### config.mk
export PLATFORM = sky130hd
export DESIGN_NAME = alu_cmd_sequencer
export DESIGN_NICKNAME = d
export VERILOG_FILES = /design/src/rtl/alu_seq_pkg.sv /design/src/rtl/alu_cmd_fifo.sv /design/src/rtl/alu_cmd_sequencer.sv
export SDC_FILE = /design/constraint.sdc
export NUM_CORES = 1
export LEC_CHECK = 0
export CAP_MARGIN = 5
export CORE_MARGIN = 2
export CORE_UTILIZATION = 48
export CTS_CLUSTER_DIAMETER = 200
export DETAILED_ROUTE_END_ITERATION = 7
export PLACE_DENSITY = 0.76
export SETUP_SLACK_MARGIN = 0.3
export SYNTH_ARGS = -nofsm -noshare
export SYNTH_HDL_FRONTEND = slang
export SYNTH_SLANG_ARGS = --single-unit
### constraint.sdc
create_clock -name clk -period 2.25 [get_ports clk]
set_clock_uncertainty 0.1 [all_clocks]
set_input_delay 0.45 -clock clk [delete_from_list [all_inputs] [get_ports clk]]
set_output_delay 0.45 -clock clk [all_outputs]
set_load 0.02 [all_outputs]
### src/rtl/alu_seq_pkg.sv
// rtl/alu_seq_pkg.sv - shared opcodes and FSM encoding for the ALU command sequencer
// Contents: opcode constants forwarded to the ALU, 2-bit sequencer state encoding,
//           and the width of one packed command word {op, a, b, addr}.
package alu_seq_pkg;

    localparam logic [2:0] OP_ADD    = 3'b000;
    localparam logic [2:0] OP_SUB    = 3'b001;
    localparam logic [2:0] OP_MEM_RD = 3'b100;
    localparam logic [2:0] OP_MEM_WR = 3'b110;

    localparam logic [1:0] ST_IDLE  = 2'b00;
    localparam logic [1:0] ST_ISSUE = 2'b01;
    localparam logic [1:0] ST_WAIT  = 2'b10;

    function automatic int cmd_width(input int op_w, input int data_w, input int addr_w);
        return op_w + 2 * data_w + addr_w;
    endfunction

endpackage

### src/rtl/alu_cmd_fifo.sv
// rtl/alu_cmd_fifo.sv - synchronous command FIFO with occupancy count
// Ports: clk/reset (sync, active-high), push/wdata write side, pop/rdata read side
//        (rdata shows the head entry without a pop), full/empty flags, count occupancy.
module alu_cmd_fifo #(
    parameter int DEPTH = 4,
    parameter int WIDTH = 11
) (
    input  logic                   clk,
    input  logic                   reset,
    input  logic                   push,
    input  logic [WIDTH-1:0]       wdata,
    input  logic                   pop,
    output logic [WIDTH-1:0]       rdata,
    output logic                   full,
    output logic                   empty,
    output logic [$clog2(DEPTH):0] count
);

    localparam int AW = $clog2(DEPTH);
    localparam int CW = AW + 1;

    logic [WIDTH-1:0] mem [DEPTH];
    logic [AW-1:0]    wptr;
    logic [AW-1:0]    rptr;
    logic             do_push;
    logic             do_pop;

    assign do_push = push && !full;
    assign do_pop  = pop && !empty;

    // Pointers wrap naturally because DEPTH is a power of two.
    always_ff @(posedge clk) begin
        if (reset) begin
            wptr  <= '0;
            rptr  <= '0;
            count <= '0;
        end else begin
            if (do_push) begin
                wptr <= wptr + AW'(1);
            end
            if (do_pop) begin
                rptr <= rptr + AW'(1);
            end
            case ({do_push, do_pop})
                2'b10:   count <= count + CW'(1);
                2'b01:   count <= count - CW'(1);
                default: count <= count;
            endcase
        end
    end

    // Storage is not flushed on reset; the pointers make stale entries invisible.
    always_ff @(posedge clk) begin
        if (do_push) begin
            mem[wptr] <= wdata;
        end
    end

    assign rdata = mem[rptr];
    assign full  = (count == CW'(DEPTH));
    assign empty = (count == '0);

endmodule

### src/rtl/alu_cmd_sequencer.sv
// rtl/alu_cmd_sequencer.sv - queues ALU commands, issues them one at a time, holds each result
// Ports: clk/reset (sync, active-high); cmd_* command input with cmd_valid/cmd_ready;
//        alu_* start pulse, operands and done/result handshake to the multi-cycle ALU;
//        res_* single-entry result slot with res_valid/res_ready; busy and FIFO count status.
module alu_cmd_sequencer #(
    parameter int DEPTH   = 4,
    parameter int DATA_W  = 2,
    parameter int RES_W   = 3,
    parameter int OP_W    = 3,
    parameter int ADDR_W  = 4,
    parameter int TIMEOUT = 16
) (
    input  logic                   clk,
    input  logic                   reset,
    input  logic                   cmd_valid,
    output logic                   cmd_ready,
    input  logic [OP_W-1:0]        cmd_op,
    input  logic [DATA_W-1:0]      cmd_a,
    input  logic [DATA_W-1:0]      cmd_b,
    input  logic [ADDR_W-1:0]      cmd_addr,
    output logic                   alu_start,
    output logic [DATA_W-1:0]      alu_A,
    output logic [DATA_W-1:0]      alu_B,
    output logic [OP_W-1:0]        alu_Op,
    output logic [ADDR_W-1:0]      alu_Address,
    input  logic [RES_W-1:0]       alu_Y,
    input  logic [RES_W-1:0]       alu_MemOut,
    input  logic                   alu_done,
    output logic                   res_valid,
    input  logic                   res_ready,
    output logic [RES_W-1:0]       res_y,
    output logic [RES_W-1:0]       res_mem,
    output logic [OP_W-1:0]        res_op,
    output logic                   res_timeout,
    output logic                   busy,
    output logic [$clog2(DEPTH):0] count
);

    import alu_seq_pkg::*;

    localparam int CMD_W = cmd_width(OP_W, DATA_W, ADDR_W);
    localparam int TW    = $clog2(TIMEOUT + 1);

    logic [1:0]       state;
    logic [TW-1:0]    timer;
    logic [CMD_W-1:0] fifo_wdata;
    logic [CMD_W-1:0] fifo_rdata;
    logic             fifo_full;
    logic             fifo_empty;
    logic             fifo_pop;

    assign fifo_wdata = {cmd_op, cmd_a, cmd_b, cmd_addr};

    // A new command leaves the queue only when the result slot is free, so at most
    // one operation is ever in flight or waiting to be consumed.
    assign fifo_pop = (state == ST_IDLE) && !fifo_empty && !res_valid;

    alu_cmd_fifo #(
        .DEPTH(DEPTH),
        .WIDTH(CMD_W)
    ) u_fifo (
        .clk   (clk),
        .reset (reset),
        .push  (cmd_valid),
        .wdata (fifo_wdata),
        .pop   (fifo_pop),
        .rdata (fifo_rdata),
        .full  (fifo_full),
        .empty (fifo_empty),
        .count (count)
    );

    assign cmd_ready = !fifo_full;
    assign alu_start = (state == ST_ISSUE);
    assign busy      = (state != ST_IDLE) || !fifo_empty;

    always_ff @(posedge clk) begin
        if (reset) begin
            state       <= ST_IDLE;
            timer       <= '0;
            alu_A       <= '0;
            alu_B       <= '0;
            alu_Op      <= '0;
            alu_Address <= '0;
            res_valid   <= 1'b0;
            res_y       <= '0;
            res_mem     <= '0;
            res_op      <= '0;
            res_timeout <= 1'b0;
        end else begin
            if (res_valid && res_ready) begin
                res_valid <= 1'b0;
            end
            case (state)
                ST_IDLE: begin
                    if (fifo_pop) begin
                        {alu_Op, alu_A, alu_B, alu_Address} <= fifo_rdata;
                        state <= ST_ISSUE;
                    end
                end
                ST_ISSUE: begin
                    timer <= '0;
                    state <= ST_WAIT;
                end
                ST_WAIT: begin
                    // done is checked first so a completion on the last allowed
                    // cycle is reported as a normal result.
                    if (alu_done) begin
                        res_valid   <= 1'b1;
                        res_y       <= alu_Y;
                        res_mem     <= alu_MemOut;
                        res_op      <= alu_Op;
                        res_timeout <= 1'b0;
                        state       <= ST_IDLE;
                    end else if (timer == TW'(TIMEOUT - 1)) begin
                        res_valid   <= 1'b1;
                        res_y       <= '0;
                        res_mem     <= '0;
                        res_op      <= alu_Op;
                        res_timeout <= 1'b1;
                        state       <= ST_IDLE;
                    end else begin
                        timer <= timer + TW'(1);
                    end
                end
                default: state <= ST_IDLE;
            endcase
        end
    end

endmodule

==> flow_summary.rst <==
.. list-table::
   :header-rows: 1

   * - Metric
     - Value
   * - Filler cell count
     - 444
   * - Element type at the critical path start
     - register
   * - Clock network latency to the later pin of the worst-skew pair
     - 350 ps
   * - Cells after Synth
     - 230
   * - Die width
     - 85.5 µm
   * - Post-Synth XOR/XNOR Area
     - 0.00549
   * - Number of setup violations in the final report
     - 0
   * - Post-cts hold buffer count
     - 0
   * - Dominant combinational cell family by area after synthesis
     - compound AO/OA/AOI/OAI gates
   * - Nets@finish
     - 342
   * - WS Path Type
     - reg -> reg
   * - Synthesized-area fraction occupied by ao, oa, aoi and oai cells
     - 0.0996
   * - Fraction of final layout cells sized beyond drive strength 1
     - 0.284
   * - Yosys cell types
     - 39
   * - Total routing resource utilization after global routing
     - 0.190
   * - Post-synth top flop
     - edfxtp_1
   * - Unrepaired setup endpoints after global routing
     - yes
   * - Total grt overflow
     - 0
   * - Post-Route Setup TNS
     - 0 ps
   * - Core footprint
     - 0.00639 mm²
   * - Worst slew margin relative to its limit
     - 0.576
   * - Adder and majority gate portion of the synthesized area
     - 0.0494
   * - Area used by multi-input combinational logic
     - between 0.001 and 0.0015 mm²
   * - Number of flops mapped to enable cells by yosys
     - 44
   * - Clock H-tree levels
     - 3
   * - Biggest area consumer among synthesized cells
     - edfxtp_1
   * - DP HPWL
     - 4090 µm
   * - Share of the yosys chip area belonging to registers
     - 0.640
   * - Dominant cell by count in the synthesized netlist
     - edfxtp_1
   * - Int Power
     - 3340 µW
   * - Beginning of the worst register-to-register path
     - u_fifo.count[1]
   * - Vertical die dimension
     - 85.5 µm
   * - Proportion of synthesized area in mux cells
     - 0.0839
   * - F_max
     - 480 MHz
   * - Seq pwr share
     - 0.384
   * - Run status
     - finished clean
   * - Sequential cell area
     - 0.00206 mm²
   * - CTS sink count
     - 80
   * - Finished Cell Area
     - 0.00428 mm²
   * - Number of cell rows
     - 29
   * - Pin count of the biggest net entering global routing
     - 30
   * - Count of placed standard cells in the final layout, fillers left out
     - 390
   * - Switching Power
     - 1680 µW
   * - Number of diodes
     - 0
   * - Root buffer selected by CTS
     - clkbuf_8
   * - Area fraction of the dominant cell type after synthesis
     - 0.414
   * - Global-route wire length before repair
     - 10500 µm
   * - Yosys warning count
     - 0
   * - Initial core utilization
     - 0.500
   * - CP startpoint
     - u_fifo.count[1]
   * - Highest routing layer actually used
     - met4
   * - Num CTS Buffers
     - 9
   * - Count of buffers inserted at the top-level ports
     - 49
   * - Min-Delay Path Class
     - reg -> reg
   * - Kind of capture point of the worst setup path
     - register
   * - Final max-slew violation count
     - 0
   * - Critical path peak fanout
     - 3
   * - First drt pass iteration count
     - 4
   * - Synth Area in Simple Gates
     - 0.0855
   * - Clock edge transition at the registers on the reported setup and hold paths
     - 70 ps
   * - Syn Std Cell Area
     - between 0.003 and 0.004 mm²
   * - Post-Route M1 WL
     - roughly 2800 µm
   * - Drt via density
     - 5.37
   * - Post-synth net total
     - 264
   * - Top-level I/O count
     - 50
   * - Number of nets with antenna violations after routing
     - 0
   * - Async set or reset register ratio after synthesis
     - 0
   * - Overall die area
     - ~0.0073 mm²
   * - Data required time of the worst path
     - between 2000 and 2500 ps
   * - Routed wire length per instance
     - approximately 17 µm
   * - Clk buf depth
     - 2
   * - Max-capacitance violation count
     - 0
   * - Portion of the clock cycle consumed by the worst path in the final layout
     - 0.926
   * - Total cell area at the placement stage
     - 0.00389 mm²
   * - Power per cell area
     - 1170 mW/mm²
   * - Vias after detailed routing
     - 2094
   * - Inst Count DP
     - 360
   * - Antenna violations before repair
     - 0
   * - Reported leakage power
     - 0.00156 µW
   * - Total met2 wirelength after detailed routing
     - ~3200 µm
   * - IR Drop Worst-Case VDD
     - 0.00102 V
   * - Area growth from synthesis to layout
     - 34.0%
   * - Final worst path period need
     - 2080 ps
   * - Syn avg cell area
     - approximately 14 µm²
   * - TritonCTS clock tree
     - done
   * - Wire length reported by the detailed router
     - 6500 µm
   * - HP Start
     - res_op[0]
   * - Dominant cells by area after synthesis
     - edfxtp_1 41%, dfxtp_1 23%, mux4_2 7.8%, ha_1 4.3%, a22o_1 3.0%
   * - DRC violation count after routing
     - 0
   * - Proportion of power drawn by the clock network
     - 0.187
   * - Detail Route met3 WL
     - 333 µm
   * - Worst-Margin Slew
     - 636 ps
   * - Arrival time of data at the critical path endpoint
     - 2260 ps
   * - Commonest cells in the netlist
     - 44 x edfxtp_1, 36 x dfxtp_1, 15 x a21oi_1, 12 x nor2_1
   * - Combinational fraction of design power
     - 0.429
   * - Post-layout util
     - 0.670
   * - Register bit total from synthesis
     - 80
   * - Initial DRC Count
     - 74
   * - Routability-driven placement congestion ratio
     - 0.716
   * - Via count of the first global-routing pass
     - 2164
   * - Switching portion of total power
     - 0.335
   * - Post-layout power
     - 5020 µW
   * - Final-report hold violation count
     - 0
[power by group through the flow]
stage | sequential [µW] | clock, µW | combinational (µW)
2_1_floorplan | 2080 | 0 | 995
4_1_cts | 1940 | 961 | 2030
3_5_place_dp | 1980 | 0 | 1760
6_report | 1930 | 938 | 2150
3_3_place_gp | 1970 | 0 | 1720
5_1_grt | 1950 | 1010 | 2340
[path summary, 6_finish.rpt]
kind,endpoint,cells past startpoint,slack (ps)
max,u_fifo.count[2],8,170
min,res_op[0],2,360
max reg2reg,u_fifo.count[2],8,170
min reg2reg,res_op[0],2,360
[critical path, stage by stage (launching register included)]
cell     delay (ps)
dfxtp_4         360
or3b_4          410
nand2_4          80
ha_4            130
inv_2            30
fa_2            320
xor2_1          150
or3_1           320
a21oi_2         110
[per-layer routing]
metal  vias up  global-route usage
li1       1015                   -
met4         0              0.0851
met2        48               0.303
met3        15              0.0491
met1      1016               0.248
met5         -                   0
[final cells by class]
cell class	instances	area share
multi-input combinational	125	0.271
sequential	80	0.481
clock buffer	12	0.0339
inverter	11	0.00965
clock inverter	4	0.00673
timing repair buffer	81	0.176
tap	77	0.0225
[placed cells by master (no fill, tap or decap), types with 2 or more instances in the layout]
cell / synthesis / routed
a21o_1: 2 / 2
a21oi_1: 15 / 12
a21oi_2: 0 / 3
a22o_1: 11 / 11
a22oi_1: 6 / 6
and3_1: 5 / 3
buf_4: 0 / 29
buf_6: 2 / 3
clkbuf_1: 4 / 2
clkbuf_8: 0 / 10
clkdlybuf4s50_1: 0 / 43
clkinvlp_4: 0 / 2
dfxtp_1: 36 / 31
dfxtp_2: 0 / 2
dfxtp_4: 0 / 3
dlymetal6s2s_1: 0 / 2
edfxtp_1: 44 / 44
ha_1: 11 / 6
ha_2: 0 / 2
ha_4: 0 / 3
inv_1: 11 / 8
inv_2: 0 / 3
mux2i_1: 2 / 2
mux4_2: 11 / 11
nand2_1: 10 / 9
nand2b_1: 6 / 5
nand3_1: 3 / 3
nand4b_1: 2 / 2
nor2_1: 12 / 10
nor3_1: 3 / 2
o21ai_0: 6 / 6
or3_1: 3 / 3
xor2_1: 2 / 2
[registers in the layout, indices dropped and copies added, names as in the netlist]
register,cells
u_fifo.rptr,2
res_op,3
res_y,3
alu_A,2
res_mem,3
state,2
u_fifo.wptr,2
timer,5
u_fifo.mem,44
res_timeout,1
alu_Op,3
u_fifo.count,3
res_valid,1
alu_Address,4
alu_B,2
[metrics by stage]
stage,setup slack (ps),hold slack [ps]
floorplan,58.3,350
global placement,24.0,344
detailed placement,-26.6,350
CTS,155,360
global route,73.5,379
finish,167,355
[cell families after synthesis]
| family | Yosys count |
|---|---|
| adder cells (fa/ha/maj) | 12 |
| buffers and inverters | 25 |
| multiplexers | 13 |
| AND/OR/NAND/NOR | 51 |
| flip-flops | 80 |
| AO/OA/AOI/OAI | 47 |
| XOR/XNOR | 2 |
[what timing repair did]
action	in CTS	in global routing
pin swaps	8	7
gates resized for setup	28	13
cloned	0	0
setup buffers	10	4
endpoints found under the setup margin	19	25
No activity file was read; power rests on OpenSTA's default activity.
